$ cat src/rtl/bus_arbiter_n.sv
// bus_arbiter_n: N-master bus arbiter with serial slave addressing and split/resume.
// Macro ROUND_ROBIN_EN selects round-robin arbitration; otherwise lowest index wins.
// Ports: sys_clk, sys_rst (async, active-high); m_request, m_slave_sel, trans_done,
//   s_split_en in; m_grant, bus_grant, slave_sel, arbiter_busy, bus_busy, split_pending out.
module bus_arbiter_n #(
  parameter int NUM_MASTERS = 4,
  parameter int SLAVE_AW    = 2,
  localparam int NUM_SLAVES = 2**SLAVE_AW,
  localparam int MAW        = $clog2(NUM_MASTERS)
) (
  input  logic                   sys_clk,
  input  logic                   sys_rst,
  input  logic [NUM_MASTERS-1:0] m_request,
  input  logic [NUM_MASTERS-1:0] m_slave_sel,
  input  logic                   trans_done,
  input  logic [NUM_SLAVES-1:0]  s_split_en,
  output logic [NUM_MASTERS-1:0] m_grant,
  output logic [MAW-1:0]         bus_grant,
  output logic [SLAVE_AW-1:0]    slave_sel,
  output logic                   arbiter_busy,
  output logic                   bus_busy,
  output logic                   split_pending
);

  localparam int CW = (SLAVE_AW > 1) ? $clog2(SLAVE_AW) : 1;

  typedef enum logic [1:0] {
    S_IDLE,
    S_ADDR,
    S_XFER
  } state_t;

  state_t                 r_state;
  state_t                 w_next;
  logic [NUM_MASTERS-1:0] r_grant,     w_grant_d;
  logic [MAW-1:0]         r_bus_grant, w_bus_grant_d;
  logic [SLAVE_AW-1:0]    r_slave_sel, w_slave_sel_d;
  logic                   r_pending,   w_pending_d;
  logic [MAW-1:0]         r_park_m,    w_park_m_d;
  logic [SLAVE_AW-1:0]    r_park_s,    w_park_s_d;
  logic [SLAVE_AW-1:0]    r_addr_sr,   w_addr_sr_d;
  logic [CW-1:0]          r_bit_cnt,   w_bit_cnt_d;
  logic                   r_arb_busy;
  logic                   r_bus_busy;
`ifdef ROUND_ROBIN_EN
  logic [MAW-1:0]         r_rr_ptr,    w_rr_ptr_d;
`endif

  logic [NUM_MASTERS-1:0] w_park_mask;
  logic [NUM_MASTERS-1:0] w_elig;
  logic [MAW-1:0]         w_win;
  logic                   w_found;
  logic                   w_resume;
  logic                   w_last_bit;
  logic                   w_split_hit;
  logic [SLAVE_AW-1:0]    w_shift;

  // A parked master is invisible to arbitration until it resumes.
  always_comb begin
    w_park_mask = '0;
    if (r_pending) w_park_mask[r_park_m] = 1'b1;
  end

  assign w_elig      = m_request & ~w_park_mask;
  assign w_resume    = r_pending && !s_split_en[r_park_s];
  assign w_last_bit  = (r_bit_cnt == CW'(SLAVE_AW - 1));
  assign w_split_hit = s_split_en[r_slave_sel] && !trans_done
                       && !r_pending;
  assign w_shift     = (r_addr_sr << 1)
                       | SLAVE_AW'(m_slave_sel[r_bus_grant]);

  always_comb begin
    w_win   = '0;
    w_found = 1'b0;
    for (int i = 0; i < NUM_MASTERS; i++) begin
`ifdef ROUND_ROBIN_EN
      if (!w_found &&
          w_elig[(int'(r_rr_ptr) + i) % NUM_MASTERS]) begin
        w_found = 1'b1;
        w_win   = MAW'((int'(r_rr_ptr) + i) % NUM_MASTERS);
      end
`else
      if (!w_found && w_elig[i]) begin
        w_found = 1'b1;
        w_win   = MAW'(i);
      end
`endif
    end
  end

  // State register
  always_ff @(posedge sys_clk or posedge sys_rst) begin
    if (sys_rst) r_state <= S_IDLE;
    else         r_state <= w_next;
  end

  // Next-state logic; resume outranks new requests
  always_comb begin
    w_next = r_state;
    unique case (r_state)
      S_IDLE: begin
        if (w_resume)     w_next = S_XFER;
        else if (w_found) w_next = S_ADDR;
      end
      S_ADDR: if (w_last_bit) w_next = S_XFER;
      S_XFER: if (trans_done || w_split_hit) w_next = S_IDLE;
      default: w_next = S_IDLE;
    endcase
  end

  // Output / datapath next values
  always_comb begin
    w_grant_d     = r_grant;
    w_bus_grant_d = r_bus_grant;
    w_slave_sel_d = r_slave_sel;
    w_pending_d   = r_pending;
    w_park_m_d    = r_park_m;
    w_park_s_d    = r_park_s;
    w_addr_sr_d   = r_addr_sr;
    w_bit_cnt_d   = r_bit_cnt;
`ifdef ROUND_ROBIN_EN
    w_rr_ptr_d    = r_rr_ptr;
`endif
    unique case (r_state)
      S_IDLE: begin
        if (w_resume) begin
          w_grant_d             = '0;
          w_grant_d[r_park_m]   = 1'b1;
          w_bus_grant_d         = r_park_m;
          w_slave_sel_d         = r_park_s;
          w_pending_d           = 1'b0;
        end else if (w_found) begin
          w_grant_d             = '0;
          w_grant_d[w_win]      = 1'b1;
          w_bus_grant_d         = w_win;
          w_addr_sr_d           = '0;
          w_bit_cnt_d           = '0;
`ifdef ROUND_ROBIN_EN
          w_rr_ptr_d = (int'(w_win) == NUM_MASTERS - 1)
                       ? '0 : w_win + MAW'(1);
`endif
        end
      end
      S_ADDR: begin
        w_addr_sr_d = w_shift;
        w_bit_cnt_d = r_bit_cnt + CW'(1);
        if (w_last_bit) w_slave_sel_d = w_shift;
      end
      S_XFER: begin
        if (trans_done) begin
          w_grant_d = '0;
        end else if (w_split_hit) begin
          w_grant_d   = '0;
          w_pending_d = 1'b1;
          w_park_m_d  = r_bus_grant;
          w_park_s_d  = r_slave_sel;
        end
      end
      default: w_grant_d = '0;
    endcase
  end

  always_ff @(posedge sys_clk or posedge sys_rst) begin
    if (sys_rst) begin
      r_grant     <= '0;
      r_bus_grant <= '0;
      r_slave_sel <= '0;
      r_pending   <= 1'b0;
      r_park_m    <= '0;
      r_park_s    <= '0;
      r_addr_sr   <= '0;
      r_bit_cnt   <= '0;
      r_arb_busy  <= 1'b0;
      r_bus_busy  <= 1'b0;
`ifdef ROUND_ROBIN_EN
      r_rr_ptr    <= '0;
`endif
    end else begin
      r_grant     <= w_grant_d;
      r_bus_grant <= w_bus_grant_d;
      r_slave_sel <= w_slave_sel_d;
      r_pending   <= w_pending_d;
      r_park_m    <= w_park_m_d;
      r_park_s    <= w_park_s_d;
      r_addr_sr   <= w_addr_sr_d;
      r_bit_cnt   <= w_bit_cnt_d;
      r_arb_busy  <= (w_next != S_IDLE);
      r_bus_busy  <= (w_next == S_XFER);
`ifdef ROUND_ROBIN_EN
      r_rr_ptr    <= w_rr_ptr_d;
`endif
    end
  end

  assign m_grant       = r_grant;
  assign bus_grant     = r_bus_grant;
  assign slave_sel     = r_slave_sel;
  assign arbiter_busy  = r_arb_busy;
  assign bus_busy      = r_bus_busy;
  assign split_pending = r_pending;

endmodule

$ cat config.mk
export PLATFORM = sky130hd
export DESIGN_NAME = bus_arbiter_n
export DESIGN_NICKNAME = d
export VERILOG_FILES = /design/src/rtl/bus_arbiter_n.sv
export SDC_FILE = /design/constraint.sdc
export NUM_CORES = 1
export LEC_CHECK = 0
export CORE_ASPECT_RATIO = 0.7
export CORE_MARGIN = 2
export CORE_UTILIZATION = 58
export CTS_BUF_LIST = sky130_fd_sc_hd__clkbuf_4 sky130_fd_sc_hd__clkbuf_8
export CTS_CLUSTER_DIAMETER = 60
export DETAILED_ROUTE_END_ITERATION = 6
export DONT_BUFFER_PORTS = 1
export GPL_ROUTABILITY_DRIVEN = 0
export MAX_ROUTING_LAYER = met4
export PLACE_DENSITY_LB_ADDON = 0.3
export RECOVER_POWER = 25
export SYNTH_ARGS = -nofsm -noshare
export SYNTH_HDL_FRONTEND = slang
export SYNTH_SLANG_ARGS = --single-unit
$ cat constraint.sdc
create_clock -name sys_clk -period 1.7 [get_ports sys_clk]
set_input_delay 0.17 -clock sys_clk [delete_from_list [all_inputs] [get_ports sys_clk]]
set_output_delay 0.17 -clock sys_clk [all_outputs]
set_load 0.02 [all_outputs]
# == Word level (Yosys, flattened, before mapping) ==
# Index checks and enable logic that the tools add are counted.
# op_classes
mux,43
bitwise,5
div,0
eq_ne,11
multipliers,0
shifts,0
reduce_logical,26
order_cmp,7
addsub,1
# op_table
cell,count
2-bit 2-to-1 mux,10
4-bit 2-to-1 mux,5
1-bit 2-to-1 mux,17
"2-bit by 3-bit less-than comparator with 1-bit output, second input constant",5
"2-bit != test, second input constant",6
4-bit one-hot mux with 3 select lines,1
3-bit AND reduction,4
1-bit logical AND,8
2-bit nonzero test,4
1-bit binary-select mux with 2-bit select,3
1-bit zero test,6
"3-bit != test, second input constant",2
1-bit one-hot mux with 2 select lines,3
2-bit one-hot mux with 3 select lines,1
4-bit bitwise AND,1
1-bit demux with 2-bit select,2
"2-bit equality test, second input constant",2
"2-bit by 1-bit >= comparator with 1-bit output, second input constant",2
4-bit NOT,1
2-bit one-hot mux with 2 select lines,1
4-bit AND reduction,1
"2-bit by 1-bit equality test with 1-bit output, second input constant",1
2-bit zero test,1
1-bit NOT,2
other kinds (4),4
# word_totals
rom_bits,0
output_inout_bits,11
regBits,19
input_bits,15
latch_bits,0
n_memories,0
ram_bits,0
elab_cells,104

# == Logic depth before layout (Yosys ltp) ==
# depth
depth_word,24
depth_mapped,6
mapped_depth_nobuf,5

# == Worst setup path before layout ==
# No wires, ideal clock.
# synth_timing
path_type,flip-flop to flip-flop
startpoint,register r_slave_sel[0] (netlist: slave_sel[0])
endpoint,register r_grant[0] (netlist: m_grant[0])
required_ps,1575
setup_slack_ps,-295
t_arrival_ps,1870
setup_ps,125
path_stages_with_launch,6
path_cell_list,dfrtp_1 -> mux4_2 -> nor2b_4 -> o31a_1 -> o21bai_4 -> mux2_4
# synth_between
elab_chain_cells,6
# synth_lines
item,line_no,text
from (decl),37,"logic [SLAVE_AW-1:0] r_slave_sel, w_slave_sel_d;"
from (signal assigned),181,r_slave_sel <= w_slave_sel_d;
1-bit binary-select mux with 2-bit select,67,assign w_split_hit = s_split_en[r_slave_sel] && !trans_done
1-bit 2-to-1 mux (not written as such),67,
1-bit logical AND,67,
1-bit logical AND,68,&& !r_pending;
3-bit != test (no source line),--,
3-bit AND reduction (no source line),--,
to (signal assigned),179,r_grant <= w_grant_d;
to (decl),35,"logic [NUM_MASTERS-1:0] r_grant, w_grant_d;"
# Every way passes these cells. The select of a mux whose other input is x is not followed.
# A chain may end at the register's enable or synchronous reset.

# == Worst setup path in the final report ==
# Same ends and word-level chain as after synthesis.

==> impl_metrics.csv <==
group,metric,value,unit
synth,ys_ff_latch,19,
cts,cts.clk_slew.worst_paths,0.10,ns
critical_path,r2r-end,"m_grant[0]",
critical_path,critPathKind,"reg -> reg",
placed_design,post-place-ws,-0.1410,ns
die,initial_core_util,62.00,%
routing,ant_nets,0,
synth,seq_area_frac_synth,40.64,%
global_route,grt_usage,25.51,%
routing,drt_iter0_drc,83,
synth,synth_edf_count,0,
run_status,violations,"negative setup slack",
min_path,hold_path_class,"in -> reg",
synth,synth_top_family_by_area,"compound AO/OA/AOI/OAI gates",
synth,syn_inst,117,
cells_and_area,fillers,122,
cts,clock-sinks,19,
critical_path,cp_max_fo,2,
synth,synth-xor-area-share,0,%
critical_path,rrSetupSlack,-0.17,ns
routing,routed_wl,2914,um
timing,finClkSkew,0.006861,ns
cts,cts_tree,"done",
die,fp.dieH,41.58,um
min_path,hold_path_end,"arbiter_busy",
cts,cts_buffer_depth,2,
pwr,power_density,1969,nW/um2
critical_path,path_buf_inv,0,
routing,viasPerCell,6.580,
critical_path,startpoint,"slave_sel[0]",
routing,drc,0,
placed_design,dp_hpwl,2028,um
critical_path,crit_family,"multiplexers",
die,io_pins,26,
global_route,grt_pass1_vias,960,
placed_design,io_buffers,0,
synth,synth-compound-area-share,26.42,%
global_route,grt_pass1_wl,4540,um
global_route,antenna_found_initial,0,
routing,vias,1066,
cells_and_area,antenna_cells,0,
run_status,outcome,"finished, violations left",
synth,synth_fa_ha_area_share,0,%
timing,slew_headroom,53.10,%
cells_and_area,final_cell_area,1456,um2
cells_and_area,final_nets,156,
timing,setup_viol,9,
cts,htreeDepth,1,
routing,wl_per_cell,17.99,um
timing,clock.fmax,533.6,MHz
critical_path,rr_worst_depth,5,
cts,cts_root_buffer,"clkbuf_4",
pwr,peakVddDrop,1618,uV
global_route,grt_max_degree,20,
timing,hold_viol,0,
synth,synth_area,1170,um2
synth,synth_cell_types,42,
timing,fin_crit_sh,110.2,%
die,coreArea,1887,um2
timing,rsz0062_at_grt,"yes",
synth,syn_area_per_cell,9.999,um2
global_route,overflow,0,
synth,synth-async-reset-ratio,100.0,%
critical_path,required,1.89,ns
die,die_x,57.68,um
placed_design,dpl_cell_area,1324,um2
critical_path,cp.arrival,2.07,ns
cells_and_area,layout-drive-gt1-share,37.86,%
synth,muxShareOfSynthArea,10.59,%
cts,worstSkewPairLatency,0.30,ns
pwr,leakage,0.6508,nW
run,maxCapViolCount,0,
synth,synthFlopType,"dfrtp_1",
critical_path,path_cells,"mux4_2 -> nor2b_4 -> o31a_1 -> o21bai_4 -> mux2_4",
critical_path,endpoint_kind,"flop",
synth,yosysWarnings,0,
cts,cts_buffers,3,
cells_and_area,syn_to_final_growth,24.49,%
critical_path,critPathLaunchType,"flop",
die,die_area,2398,um2
critical_path,critPathMaxStageDelay,0.50,ns
timing,fin_crit,1.874,ns
timing,finalMaxSlewViolations,0,
critical_path,crit_slowest_cell,"mux4_2",
die,rows,13,
synth,synth-simple-area-share,16.26,%
routing,dr.pass1.iters,4,
synth,syn-num-nets,132,
min_path,hp-start,"trans_done",
timing,worst_slew_pin_slew,0.7027,ns
timing,setup_slack,-0.1741,ns
critical_path,reg2reg_from,"slave_sel[0]",
min_path,hold_path_depth,3,
kinds of logic (layout without fill, tap and decap cells):
| group | count (synthesis) | after routing |
|---|---|---|
| compound gates | 40 | 40 |
| buf+inv | 15 | 38 |
| flops | 19 | 19 |
| mux | 9 | 9 |
| simple gates | 34 | 34 |
registers in the layout (all words and copies together), names as in the netlist:
name,count
bus_busy,1
r_state,2
bus_grant,2
slave_sel,2
split_pending,1
r_park_s,2
r_park_m,2
arbiter_busy,1
r_addr_sr,1
r_bit_cnt,1
m_grant,4
worst min-delay path: stages:
cell,delay [ns]
o31a_1,0.14
buf_4,0.13
a21oi_2,0.03
where the power goes:
part / total [mW] / leakage [nW] / switching [mW] / internal (mW)
clock: 0.221 / 0.0177 / 0.133 / 0.0877
sequential: 0.970 / 0.231 / 0.301 / 0.669
combinational: 1.68 / 0.402 / 0.827 / 0.850
metrics by stage:
stage | hold slack (ns) | total power [mW] | utilization [%] | TNS (ns) | cells
after global routing | 0.2021 | 3.061 | 77.19 | -1.334 | 162
after detailed placement | 0.2052 | 2.409 | 70.16 | -0.4632 | 154
after global placement | 0.2014 | 2.362 | 70.16 | -0.2409 | 154
after CTS | 0.1308 | 2.720 | 73.81 | -0.6375 | 161
after floorplan | 0.1211 | 1.929 | - | -0.2791 | 117
final | 0.2025 | 2.868 | 77.19 | -0.8147 | 162
Yosys cell counts, types with 2 or more instances:
| library cell | instances | share of area (%) |
|---|---|---|
| nor2b_1 | 4 | 2.1 |
| and3_1 | 3 | 1.6 |
| a22oi_1 | 2 | 1.3 |
| buf_6 | 2 | 1.9 |
| o21ai_0 | 10 | 4.3 |
| mux4_2 | 2 | 3.8 |
| dfrtp_1 | 19 | 41 |
| or3_1 | 2 | 1.1 |
| nor2_1 | 7 | 2.2 |
| a21oi_1 | 7 | 3.0 |
| mux2i_1 | 3 | 2.6 |
| nand3_1 | 3 | 1.3 |
| inv_1 | 11 | 3.5 |
| a21boi_0 | 2 | 1.3 |
| nand2b_1 | 2 | 1.1 |
| o211ai_1 | 2 | 1.3 |
| o32ai_1 | 2 | 1.5 |
| nand2_1 | 6 | 1.9 |
| mux2_2 | 3 | 2.9 |
| clkbuf_1 | 2 | 0.64 |
| a31oi_1 | 2 | 1.1 |
layout by cell type (no fill, tap or decap), drive strengths merged, types with 3 or more instances in the layout:
| cell type | Yosys | layout |
|---|---|---|
| buf | 2 | 22 |
| dfrtp | 19 | 19 |
| inv | 11 | 11 |
| o21ai | 10 | 10 |
| nor2 | 7 | 7 |
| a21oi | 7 | 7 |
| nand2 | 6 | 6 |
| nor2b | 5 | 5 |
| mux2 | 4 | 4 |
| nand3 | 3 | 3 |
| and3 | 3 | 3 |
| clkbuf | 2 | 3 |
| mux2i | 3 | 3 |
what timing repair did:
action | in CTS | in global routing
pin swaps | 5 | 2
setup buffers | 2 | 2
endpoints found under the hold margin | 19 | 0
endpoints found under the setup margin | 9 | 17
hold buffers | 1 | 0
resized for setup | 7 | 12
worst max-delay path by stage:
stage | cells after the start | to
after floorplan | 5 | m_grant[0]
after global placement | 5 | m_grant[0]
after detailed placement | 5 | m_grant[0]
after CTS | 5 | m_grant[0]
after global routing | 5 | m_grant[0]
final | 5 | m_grant[0]
area by class of cell:
class / count / area [um2] / area share (%)
Clock buffer: 3 / 22.52 / 1.546
Inverter: 11 / 41.29 / 2.835
Timing Repair Buffer: 23 / 175.2 / 12.03
Tap cell: 22 / 27.53 / 1.890
Clock inverter: 1 / 5.005 / 0.3436
Multi-Input combinational cell: 83 / 705.7 / 48.45
Sequential cell: 19 / 479.2 / 32.90
metal layers:
layer | share of wire [%] | track usage, %
met2 | 46 | 37.95
met3 | 7.0 | 7.788
met4 | 1.5 | 5.116
met1 | 46 | 34.82
met5 | 0 | -
No activity file was read; power rests on OpenSTA's default activity.
